==> config.mk <==
export PLATFORM = sky130hd
export DESIGN_NAME = ifetch_unit
export DESIGN_NICKNAME = d
export VERILOG_FILES = /design/src/rtl/ifetch_pkg.sv /design/src/rtl/ifetch_wait_timer.sv /design/src/rtl/ifetch_unit.sv
export SDC_FILE = /design/constraint.sdc
export NUM_CORES = 1
export LEC_CHECK = 0
export ABC_CLOCK_PERIOD_IN_PS = 2300
export BUFFER_PORTS_ARGS = -buffer_cell sky130_fd_sc_hd__buf_2
export CAP_MARGIN = 20
export CORE_MARGIN = 4
export CORE_UTILIZATION = 50
export CTS_BUF_LIST = sky130_fd_sc_hd__clkbuf_2 sky130_fd_sc_hd__clkbuf_4 sky130_fd_sc_hd__clkbuf_8
export CTS_CLUSTER_DIAMETER = 80
export DETAILED_ROUTE_END_ITERATION = 7
export GPL_TIMING_DRIVEN = 0
export PLACE_DENSITY = 0.82
export SLEW_MARGIN = 0
export SYNTH_ARGS = -nofsm -noshare
export SYNTH_HDL_FRONTEND = slang
export SYNTH_SLANG_ARGS = --single-unit
==> constraint.sdc <==
create_clock -name clk -period 2.3 [get_ports clk]
set_clock_uncertainty 0.05 [all_clocks]
set_input_delay 0.345 -clock clk [delete_from_list [all_inputs] [get_ports clk]]
set_output_delay 0.345 -clock clk [all_outputs]
set_load 0.1 [all_outputs]
==> src/rtl/ifetch_pkg.sv <==
// Shared types and constants for the instruction-fetch unit.
package ifetch_pkg;

    // Fetch sequencer states; a dropped transaction reuses WAIT with a flag.
    typedef enum logic [1:0] {
        IDLE = 2'b00,
        REQ  = 2'b01,
        WAIT = 2'b10,
        HOLD = 2'b11
    } state_t;

    // Error codes reported on err_code.
    localparam logic [1:0] ERR_NONE     = 2'b00;
    localparam logic [1:0] ERR_MISALIGN = 2'b01;
    localparam logic [1:0] ERR_TIMEOUT  = 2'b10;

endpackage

==> src/rtl/ifetch_wait_timer.sv <==
// Counts cycles spent waiting for read data after a grant.
// expire is raised during the MAX_WAIT-th waiting cycle, i.e. the cycle in
// which the count would step up to MAX_WAIT; read data arriving in that
// same cycle still takes precedence in the parent FSM.
module ifetch_wait_timer #(
    parameter int MAX_WAIT = 15
) (
    input  logic clk,
    input  logic reset_n,
    input  logic clear,
    input  logic enable,
    output logic expire
);

    localparam int CNT_W = $clog2(MAX_WAIT + 1);

    logic [CNT_W-1:0] count_q;
    logic [CNT_W-1:0] count_d;

    // Next count: clear dominates, otherwise advance while enabled.
    always_comb begin
        count_d = count_q;
        if (clear) begin
            count_d = '0;
        end else if (enable) begin
            count_d = count_q + 1'b1;
        end
    end

    // Counter register with asynchronous reset.
    always_ff @(posedge clk or negedge reset_n) begin
        if (!reset_n) begin
            count_q <= '0;
        end else begin
            count_q <= count_d;
        end
    end

    assign expire = enable && (count_q == CNT_W'(MAX_WAIT - 1));

endmodule

==> src/rtl/ifetch_unit.sv <==
// Instruction-fetch reader: accepts a PC, performs one word read from
// instruction memory and holds the result for decode until accepted.
module ifetch_unit
    import ifetch_pkg::*;
#(
    parameter int ADDR_W   = 32,
    parameter int DATA_W   = 32,
    parameter int MAX_WAIT = 15
) (
    input  logic              clk,
    input  logic              reset_n,
    input  logic [ADDR_W-1:0] pc_in,
    input  logic              pc_valid,
    output logic              pc_ready,
    input  logic              flush,
    output logic              imem_req,
    output logic [ADDR_W-1:0] imem_addr,
    input  logic              imem_gnt,
    input  logic              imem_rvalid,
    input  logic [DATA_W-1:0] imem_rdata,
    output logic              instr_valid,
    input  logic              instr_ready,
    output logic [DATA_W-1:0] instr,
    output logic [ADDR_W-1:0] instr_pc,
    output logic              fetch_err,
    output logic [1:0]        err_code
);

    state_t            state_q, state_d;
    logic              drop_q, drop_d;
    logic [ADDR_W-1:0] addr_q, addr_d;
    logic [DATA_W-1:0] instr_q, instr_d;
    logic [ADDR_W-1:0] instr_pc_q, instr_pc_d;
    logic              fetch_err_q, fetch_err_d;
    logic [1:0]        err_code_q, err_code_d;
    logic              timer_expire;

    ifetch_wait_timer #(
        .MAX_WAIT (MAX_WAIT)
    ) u_timer (
        .clk     (clk),
        .reset_n (reset_n),
        .clear   (state_q != WAIT),
        .enable  (state_q == WAIT),
        .expire  (timer_expire)
    );

    // State and datapath registers, all cleared asynchronously.
    always_ff @(posedge clk or negedge reset_n) begin
        if (!reset_n) begin
            state_q     <= IDLE;
            drop_q      <= 1'b0;
            addr_q      <= '0;
            instr_q     <= '0;
            instr_pc_q  <= '0;
            fetch_err_q <= 1'b0;
            err_code_q  <= ERR_NONE;
        end else begin
            state_q     <= state_d;
            drop_q      <= drop_d;
            addr_q      <= addr_d;
            instr_q     <= instr_d;
            instr_pc_q  <= instr_pc_d;
            fetch_err_q <= fetch_err_d;
            err_code_q  <= err_code_d;
        end
    end

    // Next-state logic; flush overrides every other event. A flush that
    // coincides with rvalid in WAIT retires the transaction immediately.
    always_comb begin
        state_d     = state_q;
        drop_d      = drop_q;
        addr_d      = addr_q;
        instr_d     = instr_q;
        instr_pc_d  = instr_pc_q;
        fetch_err_d = 1'b0;
        err_code_d  = err_code_q;
        case (state_q)
            IDLE: begin
                if (pc_valid && !flush) begin
                    if (pc_in[1:0] == 2'b00) begin
                        addr_d  = pc_in;
                        state_d = REQ;
                    end else begin
                        fetch_err_d = 1'b1;
                        err_code_d  = ERR_MISALIGN;
                    end
                end
            end
            REQ: begin
                if (flush) begin
                    state_d = IDLE;
                end else if (imem_gnt) begin
                    state_d = WAIT;
                end
            end
            WAIT: begin
                if (imem_rvalid) begin
                    if (drop_q || flush) begin
                        state_d = IDLE;
                        drop_d  = 1'b0;
                    end else begin
                        instr_d    = imem_rdata;
                        instr_pc_d = addr_q;
                        state_d    = HOLD;
                    end
                end else if (timer_expire) begin
                    state_d = IDLE;
                    drop_d  = 1'b0;
                    if (!drop_q && !flush) begin
                        fetch_err_d = 1'b1;
                        err_code_d  = ERR_TIMEOUT;
                    end
                end else if (flush) begin
                    drop_d = 1'b1;
                end
            end
            HOLD: begin
                if (flush || instr_ready) begin
                    state_d = IDLE;
                end
            end
            default: begin
                state_d = IDLE;
            end
        endcase
    end

    // Handshake outputs decoded from the current state.
    always_comb begin
        pc_ready    = 1'b0;
        imem_req    = 1'b0;
        instr_valid = 1'b0;
        case (state_q)
            IDLE:    pc_ready    = !drop_q;
            REQ:     imem_req    = 1'b1;
            HOLD:    instr_valid = 1'b1;
            default: ;
        endcase
    end

    assign imem_addr = addr_q;
    assign instr     = instr_q;
    assign instr_pc  = instr_pc_q;
    assign fetch_err = fetch_err_q;
    assign err_code  = err_code_q;

endmodule

==> impl_metrics.sql, run 1 <==
INSERT INTO impl_metrics (metric_group, metric, value, unit) VALUES
('run_status', 'status', 'finished, final reports clean', ''),
('finish', 'layout.nets', '515', ''),
('finish', 'area_growth_syn_to_layout', '28.38', '%'),
('worst_setup_path', 'start_kind', 'flip-flop', ''),
('synthesis', 'number_of_distinct_library_cells_after_synthesis', '34', ''),
('synthesis', 'yosysSeqAreaShare', '0.6052', ''),
('synthesis', 'synthFlopType', 'dfrtp_1', ''),
('placed_design', 'pre_cts_ws', '0.1948', 'ns'),
('drt', 'wl_met3', '647', 'um'),
('worst_setup_path', 'crit_arrival', '2.26', 'ns'),
('finish', 'drive_gt1_frac', '0.6622', ''),
('synthesis', 'yosys.area_share.adder', '0.005709', ''),
('clocking', 'tritoncts', 'yes', ''),
('worst_setup_path', 'cp-end-kind', 'flip-flop', ''),
('sta', 'grt_setup_unrepaired', 'no', ''),
('sta', 'worst_slew_pin_slew', '0.5309', 'ns'),
('clocking', 'clkLatencyLatePin', '0.35', 'ns'),
('floorplan', 'fp.dieArea', '0.01033', 'mm^2'),
('synthesis', 'post_synth.cell_area_avg', '17.05', 'um^2'),
('clocking', 'htreeDepth', '3', ''),
('drt', 'drt-initial-drc-count', '61', ''),
('drt', 'drt_drc_violations_left', '0', ''),
('finish', 'antennaDiodeCount', '0', ''),
('synthesis', 'post_synth_main_area_contributors', 'dfrtp_1 61%, mux2_4 21%, mux2_2 8.7%', ''),
('grt', 'first_pass_grt_wire_length', '15060', 'um'),
('clocking', 'clk_pin_slew', '0.11', 'ns'),
('finish', 'post-route-util', '0.6713', ''),
('synthesis', 'muxShareOfSynthArea', '0.2952', ''),
('sta', 'finalWorstPathRequiredPeriod', '2.061', 'ns'),
('clocking', 'postCtsSetupRepairBufs', '0', ''),
('synthesis', 'main_combinational_cell_family_by_area_after_synthesis', 'multiplexers', ''),
('sta', 'hold_vio_cnt_final', '0', ''),
('worst_setup_path', 'setup.worst_path.class', 'flip-flop to flip-flop', ''),
('worst_setup_path', 'cp_slowest_stage_delay', '0.49', 'ns'),
('floorplan', 'initial_cell_density_of_the_core', '0.5229', ''),
('synthesis', 'async_flop_share', '1.000', ''),
('grt', 'first_global_vias', '2925', ''),
('drt', 'wl_met2', '5080', 'um'),
('finish', 'final_cell_mix', '174 x buf_2, 106 x dfrtp_1, 60 x mux2_4', ''),
('drt', 'pre_repair_dr_iteration_count', '4', ''),
('synthesis', 'synth_cells', '257', ''),
('synthesis', 'synth_area_in_compound_gates', '0.01656', ''),
('placed_design', 'global_placer_s_final_weighted_congestion', '0.7872', ''),
('synthesis', 'synth.yosys.warnings', '0', ''),
('grt', 'antenna_found_initial', '0', ''),
('worst_hold_path', 'hold_class', 'input port to flip-flop', ''),
('synthesis', 'synth-xor-area-share', '0.003997', ''),
('synthesis', 'area_fraction_of_the_dominant_cell_type_after_synthesis', '0.6052', ''),
('placed_design', 'dpl_wire_length', '7214', 'um'),
('floorplan', 'horizontal_die_dimension', '101.6', 'um'),
('clocking', 'clock_path_buffers', '2', ''),
('grt', 'grt_overflow', '0', ''),
('synthesis', 'synth_top_area_cell', 'dfrtp_1', ''),
('sta', 'max_freq', '0.4851', 'GHz'),
('synthesis', 'mappedNetlistNets', '330', ''),
('synthesis', 'yosys_register_bits', '106', ''),
('synthesis', 'synth_edf_count', '0', ''),
('clocking', 'tritoncts_num_sinks', '106', ''),
('drt', 'routed-via-count', '2764', ''),
('grt', 'grt_max_degree', '70', ''),
('clocking', 'numCtsBuffers', '9', ''),
('placed_design', 'count_of_input_and_output_buffers', '172', ''),
('clocking', 'clk_root_buffer_cell', 'clkbuf_8', ''),
('synthesis', 'synth-simple-area-share', '0.03483', ''),
('worst_setup_path', 'critical-path-slowest-cell', 'nor4b_1', ''),
('floorplan', 'die_height', '101.6', 'um'),
('drt', 'ant_nets', '0', ''),
('drt', 'wire_per_inst', '17.52', 'um'),
('finish', 'final_common_cell', 'buf_2', ''),
('job', 'maxCapViolCount', '0', ''),
('sta', 'timing.slew.headroom', '0.6485', '');
stage by stage:
| stage | area, um^2 | std cells | setup TNS [ns] |
|---|---|---|---|
| after detailed placement | 5413 | 535 | 0 |
| after floorplan | 4390 | 257 | 0 |
| after CTS | 5627 | 552 | 0 |
| after global routing | 5627 | 552 | 0 |
| after global placement | 5383 | 534 | -23.10 |
| final | 5627 | 552 | 0 |
path summary, 6_finish.rpt:
kind / slack [ns] / endpoint / from / cells past startpoint
setup / recovery: 0.24 / imem_addr[9] / state_q[1] / 5
hold / removal: 0.16 / instr[9] / imem_rdata[9] / 2
setup reg to reg: 0.24 / imem_addr[9] / state_q[1] / 5
hold reg to reg: 0.45 / err_code[1] / err_code[1] / 1
max in group asynchronous: 1.03 / drop_q / reset_n / 3
min in group asynchronous: 0.46 / instr_pc[4] / reset_n / 2
Yosys cell counts (3+ instances only):
cell / number
dfrtp_1: 106
clkbuf_1: 3
inv_1: 3
mux2_4: 60
buf_12: 6
nor2_1: 5
and2_1: 3
buf_2: 3
nand3_1: 3
mux2_2: 34
timing repair:
action / CTS / global route
hold endpoints to repair: 37 / 0
hold buffers: 1 / 0
resized for setup: 0 / 0
critical path, delay by kind of cell, from the launching register on:
| kind | cells | cell delay (ns) |
|---|---|---|
| AND/OR/NAND/NOR | 2 | 0.74 |
| flip-flops | 1 | 0.37 |
| buffers and inverters | 2 | 0.49 |
| multiplexers | 1 | 0.30 |
layer usage:
layer | vias up | global-route usage
met5 | - | 0
met4 | 0 | 0.04908
met3 | 9 | 0.04408
met2 | 102 | 0.3350
met1 | 1374 | 0.2351
li1 | 1279 | -
flip-flops by register name, indices dropped and copies added, names as in the netlist:
name             cells
imem_addr           32
instr               32
instr_pc            32
u_timer.count_q      4
err_code             2
state_q              2
drop_q               1
fetch_err            1
logic make-up after synthesis:
family | after synthesis
and+or+nand+nor | 26
AOI/OAI and AO/OA | 10
muxes | 95
adders and majority gates | 2
buffers and inverters | 16
xor gates and xnor gates | 2
DFF | 106
cell type report:
class,count,area [um^2]
plain buffers,13,157.7
clock buffers,10,131.4
clock inverters,6,72.57
fillers,618,2755
inverters,3,11.26
multi-input cells,135,1569
flip-flops and latches,106,2653
well taps,105,131.4
repair buffers,174,900.9
Power of run 1 is left out: the tool's default activity adds up to more than one toggle a clock period on the data nets, which glitch-free logic cannot reach.
==> run 2, diff against run 1 <==
--- a/config.mk
+++ b/config.mk
@@ -8,13 +8,15 @@
 export ABC_CLOCK_PERIOD_IN_PS = 2300
 export BUFFER_PORTS_ARGS = -buffer_cell sky130_fd_sc_hd__buf_2
 export CAP_MARGIN = 20
+export CELL_PAD_IN_SITES_DETAIL_PLACEMENT = 1
+export CELL_PAD_IN_SITES_GLOBAL_PLACEMENT = 2
 export CORE_MARGIN = 4
-export CORE_UTILIZATION = 50
+export CORE_UTILIZATION = 34
 export CTS_BUF_LIST = sky130_fd_sc_hd__clkbuf_2 sky130_fd_sc_hd__clkbuf_4 sky130_fd_sc_hd__clkbuf_8
 export CTS_CLUSTER_DIAMETER = 80
 export DETAILED_ROUTE_END_ITERATION = 7
 export GPL_TIMING_DRIVEN = 0
-export PLACE_DENSITY = 0.82
+export PLACE_DENSITY_LB_ADDON = 0.1
 export SLEW_MARGIN = 0
 export SYNTH_ARGS = -nofsm -noshare
 export SYNTH_HDL_FRONTEND = slang
==> impl_metrics.sql, run 2 (synthesized netlist as in run 1, its figures left out) <==
INSERT INTO impl_metrics (metric_group, metric, value, unit) VALUES
('run_status', 'status', 'complete, but fails checks', ''),
('run_status', 'failed_checks', 'hold timing', ''),
('placed_design', 'count_of_input_and_output_buffers', '172', ''),
('placed_design', 'global_placer_s_final_weighted_congestion', '0.7420', ''),
('grt', 'grt_max_degree', '59', ''),
('finish', 'antennaDiodeCount', '0', ''),
('clocking', 'htreeDepth', '3', ''),
('clocking', 'holdBufCountCts', '0', ''),
('clocking', 'tritoncts_num_sinks', '106', ''),
('floorplan', 'horizontal_die_dimension', '121.5', 'um'),
('finish', 'area_growth_syn_to_layout', '29.66', '%'),
('sta', 'fin_hold_ws', '-0.01462', 'ns'),
('sta', 'timing.slew.headroom', '0.4870', ''),
('drt', 'routed-via-count', '2757', ''),
('grt', 'grt_overflow', '0', ''),
('finish', 'fin_area', '0.005683', 'mm^2'),
('sta', 'grt_setup_unrepaired', 'no', ''),
('drt', 'routed_via_density', '4.461', ''),
('worst_setup_path', 'cp-end-kind', 'output pin', ''),
('floorplan', 'die_height', '121.5', 'um'),
('worst_setup_path', 'maximum_fanout_count_along_the_critical_path', '10', ''),
('grt', 'first_pass_grt_wire_length', '16230', 'um'),
('grt', 'first_global_vias', '3029', ''),
('placed_design', 'placement.cell_area', '0.005497', 'mm^2'),
('floorplan', 'fp.dieArea', '0.01477', 'mm^2'),
('floorplan', 'io_pins', '173', ''),
('finish', 'nFillCells', '1367', ''),
('sta', 'finalWorstPathRequiredPeriod', '2.076', 'ns'),
('drt', 'ant_nets', '0', ''),
('floorplan', 'number_of_placement_rows', '41', ''),
('job', 'maxCapViolCount', '0', ''),
('finish', 'final_cell_mix', '174 x buf_2, 106 x dfrtp_1, 60 x mux2_4', ''),
('clocking', 'tritoncts', 'yes', ''),
('finish', 'layout.nets', '514', ''),
('placed_design', 'place.detailed.instances', '602', ''),
('finish', 'layout.cells.non_filler', '618', ''),
('sta', 'fin_crit_sh', '0.9027', ''),
('sta', 'finalSetupViolCount', '0', ''),
('worst_setup_path', 'cp_data_required_time', '1.90', 'ns'),
('floorplan', 'core-area', '0.01262', 'mm^2'),
('worst_hold_path', 'hold_class', 'input port to asynchronous set/reset pin', ''),
('clocking', 'numCtsBuffers', '9', ''),
('floorplan', 'initial_cell_density_of_the_core', '0.3473', ''),
('finish', 'drive_gt1_frac', '0.6659', ''),
('worst_setup_path', 'crit_arrival', '1.68', 'ns'),
('sta', 'final-max-slew-violation-count', '0', ''),
('drt', 'wire_per_inst', '16.64', 'um'),
('sta', 'worst_slew_pin_slew', '0.7695', 'ns'),
('clocking', 'clk_pin_slew', '0.09', 'ns'),
('clocking', 'clkLatencyLatePin', '0.37', 'ns'),
('worst_setup_path', 'start_kind', 'flip-flop', ''),
('clocking', 'clk_root_buffer_cell', 'clkbuf_8', ''),
('grt', 'grt_util_all_layers', '0.1426', ''),
('clocking', 'clock_path_buffers', '2', ''),
('drt', 'drt_drc_violations_left', '0', ''),
('drt', 'total_detailed_routing_wirelength', '10280', 'um'),
('sta', 'max_freq', '0.4816', 'GHz'),
('worst_setup_path', 'setup.worst_path.class', 'flip-flop to output pin', ''),
('sta', 'hold_vio_cnt_final', '10', ''),
('finish', 'final_common_cell', 'buf_2', ''),
('grt', 'antenna_found_initial', '0', ''),
('drt', 'drt-initial-drc-count', '112', ''),
('drt', 'pre_repair_dr_iteration_count', '4', ''),
('placed_design', 'dpl_wire_length', '7674', 'um');
-- run 2: cell types whose count changed in the layout (fill, tap and decap cells not counted) --
cell,delta
clkinv_4,-2
clkinvlp_4,+2
inv_6,-2
bufinv_16,-1
clkbuf_4,+1
clkbuf_8,+1
clkinv_2,+1
dlygate4sd3_1,-1
nor4b_1,-1
nor4b_2,+1
-- run 2: path summary, 6_finish.rpt --
path                            slack [ns]            end  cells after the start   startpoint
worst max-delay path                  0.22    instr_valid                      3   state_q[1]
worst min-delay path                 -0.01       instr[3]                      1      reset_n
worst max register to register        0.38  imem_addr[25]                      5   state_q[1]
worst min register to register        0.46    err_code[1]                      1  err_code[1]
max in group asynchronous             1.51   instr_pc[11]                      2      reset_n
min in group clk                      0.15  imem_addr[13]                      2    pc_in[13]
-- run 2: through the flow --
stage,setup TNS (ns),utilization,worst slack (ns)
2_1_floorplan,0,-,0.1359
3_3_place_gp,-45.24,0.4332,-0.4345
3_5_place_dp,0,0.4356,0.1790
4_1_cts,0,0.4498,0.1777
5_1_grt,0,0.4503,0.07460
6_report,0,0.4503,0.2238
-- run 2: critical path, cell delays in order (launching register included) --
cell,delay (ns)
dfrtp_1,0.33
clkbuf_1,0.38
and2_1,0.19
buf_2,0.42
-- run 2: area by class of cell --
cell class              count  area (um^2)  share of cell area
repair buffers            173        890.9              0.1568
clock buffers              12        152.6             0.02686
well taps                 172        215.2             0.03787
plain buffers              13        157.7             0.02774
inverters                   3        11.26            0.001982
multi-input cells         135         1575              0.2772
flip-flops and latches    106         2653              0.4668
clock inverters             4        27.53            0.004844
-- run 2: metal layers --
layer	share of wire	track usage
met3	0.095	0.06546
met1	0.42	0.1789
met2	0.48	0.2238
met5	0	0
met4	0.0099	0.03782
-- run 2: what timing repair did --
item | CTS | global route
buffers inserted | 0 | 0
resized for setup | 0 | 1
setup endpoints to repair | 0 | 14
Power of run 2 is left out for the same reason.
==> run 3, diff against run 2 <==
==> constraint.sdc (replaced) <==
create_clock -name clk -period 2.3 [get_ports clk]
set_clock_uncertainty 0.05 [all_clocks]
set_input_delay 0.69 -clock clk [delete_from_list [all_inputs] [get_ports clk]]
set_output_delay 0.69 -clock clk [all_outputs]
set_load 0.02 [all_outputs]
==> impl_metrics.sql, run 3 (synthesized netlist as in run 1, its figures left out) <==
INSERT INTO impl_metrics (metric_group, metric, value, unit) VALUES
('worst_setup_path', 'cp-startpoint', 'state_q[1]', ''),
('clocking', 'numCtsBuffers', '9', ''),
('drt', 'drt_drc_violations_left', '0', ''),
('finish', 'final_common_cell', 'buf_2', ''),
('placed_design', 'dpl_wire_length', '7463', 'um'),
('pwr', 'switching_share', '0.3725', ''),
('run_status', 'status', 'finished, final reports clean', ''),
('worst_setup_path', 'setup.worst_path.class', 'flip-flop to output pin', ''),
('worst_setup_path', 'crit-reg2reg-launch', 'state_q[1]', ''),
('clocking', 'clk_root_buffer_cell', 'clkbuf_8', ''),
('worst_setup_path', 'start_kind', 'flip-flop', ''),
('finish', 'nFillCells', '1348', ''),
('floorplan', 'die_height', '121.5', 'um'),
('floorplan', 'number_of_placement_rows', '41', ''),
('pwr', 'p_seq_frac', '0.419', ''),
('grt', 'first_pass_grt_wire_length', '16380', 'um'),
('floorplan', 'core-area', '0.01262', 'mm^2'),
('sta', 'timing.slew.headroom', '0.5223', ''),
('grt', 'antenna_found_initial', '1', ''),
('floorplan', 'initial_cell_density_of_the_core', '0.3473', ''),
('placed_design', 'count_of_input_and_output_buffers', '172', ''),
('clocking', 'tritoncts_num_sinks', '106', ''),
('finish', 'final_cell_mix', '174 x buf_2, 106 x dfrtp_1, 60 x mux2_4', ''),
('sta', 'grt_setup_unrepaired', 'no', ''),
('clocking', 'htreeDepth', '3', ''),
('floorplan', 'fp.dieArea', '0.01477', 'mm^2'),
('pwr', 'power.share.combinational', '0.420', ''),
('worst_setup_path', 'crit_arrival', '1.37', 'ns'),
('sta', 'fin_hold_ws', '0.3112', 'ns'),
('sta', 'final-max-slew-violation-count', '0', ''),
('floorplan', 'io_pins', '173', ''),
('sta', 'hold_vio_cnt_final', '0', ''),
('placed_design', 'place.detailed.instances', '602', ''),
('drt', 'wire_per_inst', '16.51', 'um'),
('grt', 'grt_overflow', '0', ''),
('sta', 'finalSetupViolCount', '0', ''),
('pwr', 'switching_power', '2.729', 'mW'),
('finish', 'layout.cells.non_filler', '617', ''),
('drt', 'routed-via-count', '2769', ''),
('drt', 'pre_repair_dr_iteration_count', '4', ''),
('drt', 'routed_via_density', '4.488', ''),
('finish', 'antennaDiodeCount', '0', ''),
('pwr', 'clock_power_share', '0.161', ''),
('clocking', 'clock_path_buffers', '2', ''),
('pwr', 'power_leakage', '3.155', 'nW'),
('grt', 'grt_util_all_layers', '0.1433', ''),
('worst_hold_path', 'hold_class', 'input port to asynchronous set/reset pin', ''),
('grt', 'first_global_vias', '2987', ''),
('pwr', 'max-vdd-ir-drop', '496.8', 'uV'),
('drt', 'total_detailed_routing_wirelength', '10190', 'um'),
('clocking', 'postCtsSetupRepairBufs', '0', ''),
('sta', 'finalWorstPathRequiredPeriod', '2.113', 'ns'),
('finish', 'drive_gt1_frac', '0.6607', ''),
('drt', 'ant_nets', '0', ''),
('sta', 'fin_crit_sh', '0.9187', ''),
('sta', 'worst_slew_pin_slew', '0.7165', 'ns'),
('finish', 'area_growth_syn_to_layout', '29.83', '%'),
('clocking', 'tritoncts', 'yes', ''),
('clocking', 'cts_repair_resize_count', '0', ''),
('grt', 'grt_max_degree', '55', ''),
('clocking', 'clkLatencyLatePin', '0.37', 'ns'),
('worst_setup_path', 'maximum_fanout_count_along_the_critical_path', '10', ''),
('finish', 'layout.nets', '513', ''),
('job', 'maxCapViolCount', '0', ''),
('floorplan', 'horizontal_die_dimension', '121.5', 'um'),
('pwr', 'power_density', '1288', 'mW/mm^2'),
('clocking', 'clk_pin_slew', '0.09', 'ns'),
('worst_setup_path', 'cp_data_required_time', '1.56', 'ns'),
('placed_design', 'global_placer_s_final_weighted_congestion', '0.6948', ''),
('pwr', 'p_int', '4.598', 'mW'),
('clocking', 'holdBufCountCts', '0', ''),
('sta', 'max_freq', '0.4732', 'GHz'),
('worst_setup_path', 'cp-end-kind', 'output pin', ''),
('drt', 'drt-initial-drc-count', '99', '');
[run 3: cell types whose count changed in the layout (fill, tap and decap cells not counted)]
cell | before | now
clkbuf_1 | 3 | 2
clkbuf_4 | 2 | 1
clkbuf_8 | 10 | 14
clkinvlp_4 | 3 | 0
nor2b_1 | 0 | 1
nor2b_2 | 1 | 0
nor3_1 | 1 | 2
nor3_2 | 1 | 0
nor4b_1 | 1 | 2
nor4b_2 | 1 | 0
[run 3: per-stage QoR]
step	setup TNS (ns)	worst slack, ns	utilization	power (mW)	cell area (um^2)
2_1_floorplan	0	0.2696	-	5.099	4383
3_3_place_gp	-83.85	-0.7993	0.4326	6.176	5459
3_5_place_dp	0	0.009627	0.4350	6.244	5489
4_1_cts	0	0.1149	0.4512	7.462	5694
5_1_grt	0	0.05351	0.4509	7.793	5690
6_report	0	0.1869	0.4509	7.327	5690
[run 3: final cells by class]
type	instances	area [um^2]	area share
sequential	106	2653	0.4661
clock inverter	1	5.005	0.0008795
clock buffer	15	200.2	0.03518
tap	172	215.2	0.03782
inverter	3	11.26	0.001979
timing repair buffer	173	890.9	0.1566
multi-input combinational	135	1562	0.2744
buffer	12	153.9	0.02704
[run 3: power by group through the flow]
stage / logic (mW) / registers, mW / clock network (mW)
2_1_floorplan: 1.15 / 3.95 / 0
6_report: 3.08 / 3.07 / 1.18
3_3_place_gp: 3.13 / 3.04 / 0
5_1_grt: 3.30 / 3.19 / 1.30
3_5_place_dp: 3.15 / 3.09 / 0
4_1_cts: 3.16 / 3.07 / 1.24
[run 3: critical path, cell delays in order, from the launching register on]
cell	delay (ns)
dfrtp_1	0.33
clkbuf_1	0.33
and2_1	0.19
buf_2	0.16
[run 3: metal layers]
metal,up-vias,track usage,part of all wire
li1,1263,-,-
met1,1389,0.1948,0.44
met2,102,0.2100,0.45
met3,13,0.04782,0.088
met4,2,0.06092,0.017
met5,-,0,0.00088
[run 3: worst paths after layout]
path,endpoint,slack [ns],cells past startpoint
worst max-delay path,instr_valid,0.19,3
worst min-delay path,instr[31],0.31,1
worst max register to register,imem_addr[5],0.31,5
worst min register to register,err_code[1],0.45,1
max in group asynchronous,imem_addr[22],1.18,2
min in group clk,err_code[1],0.45,1
(Power assumes the default switching activity.)
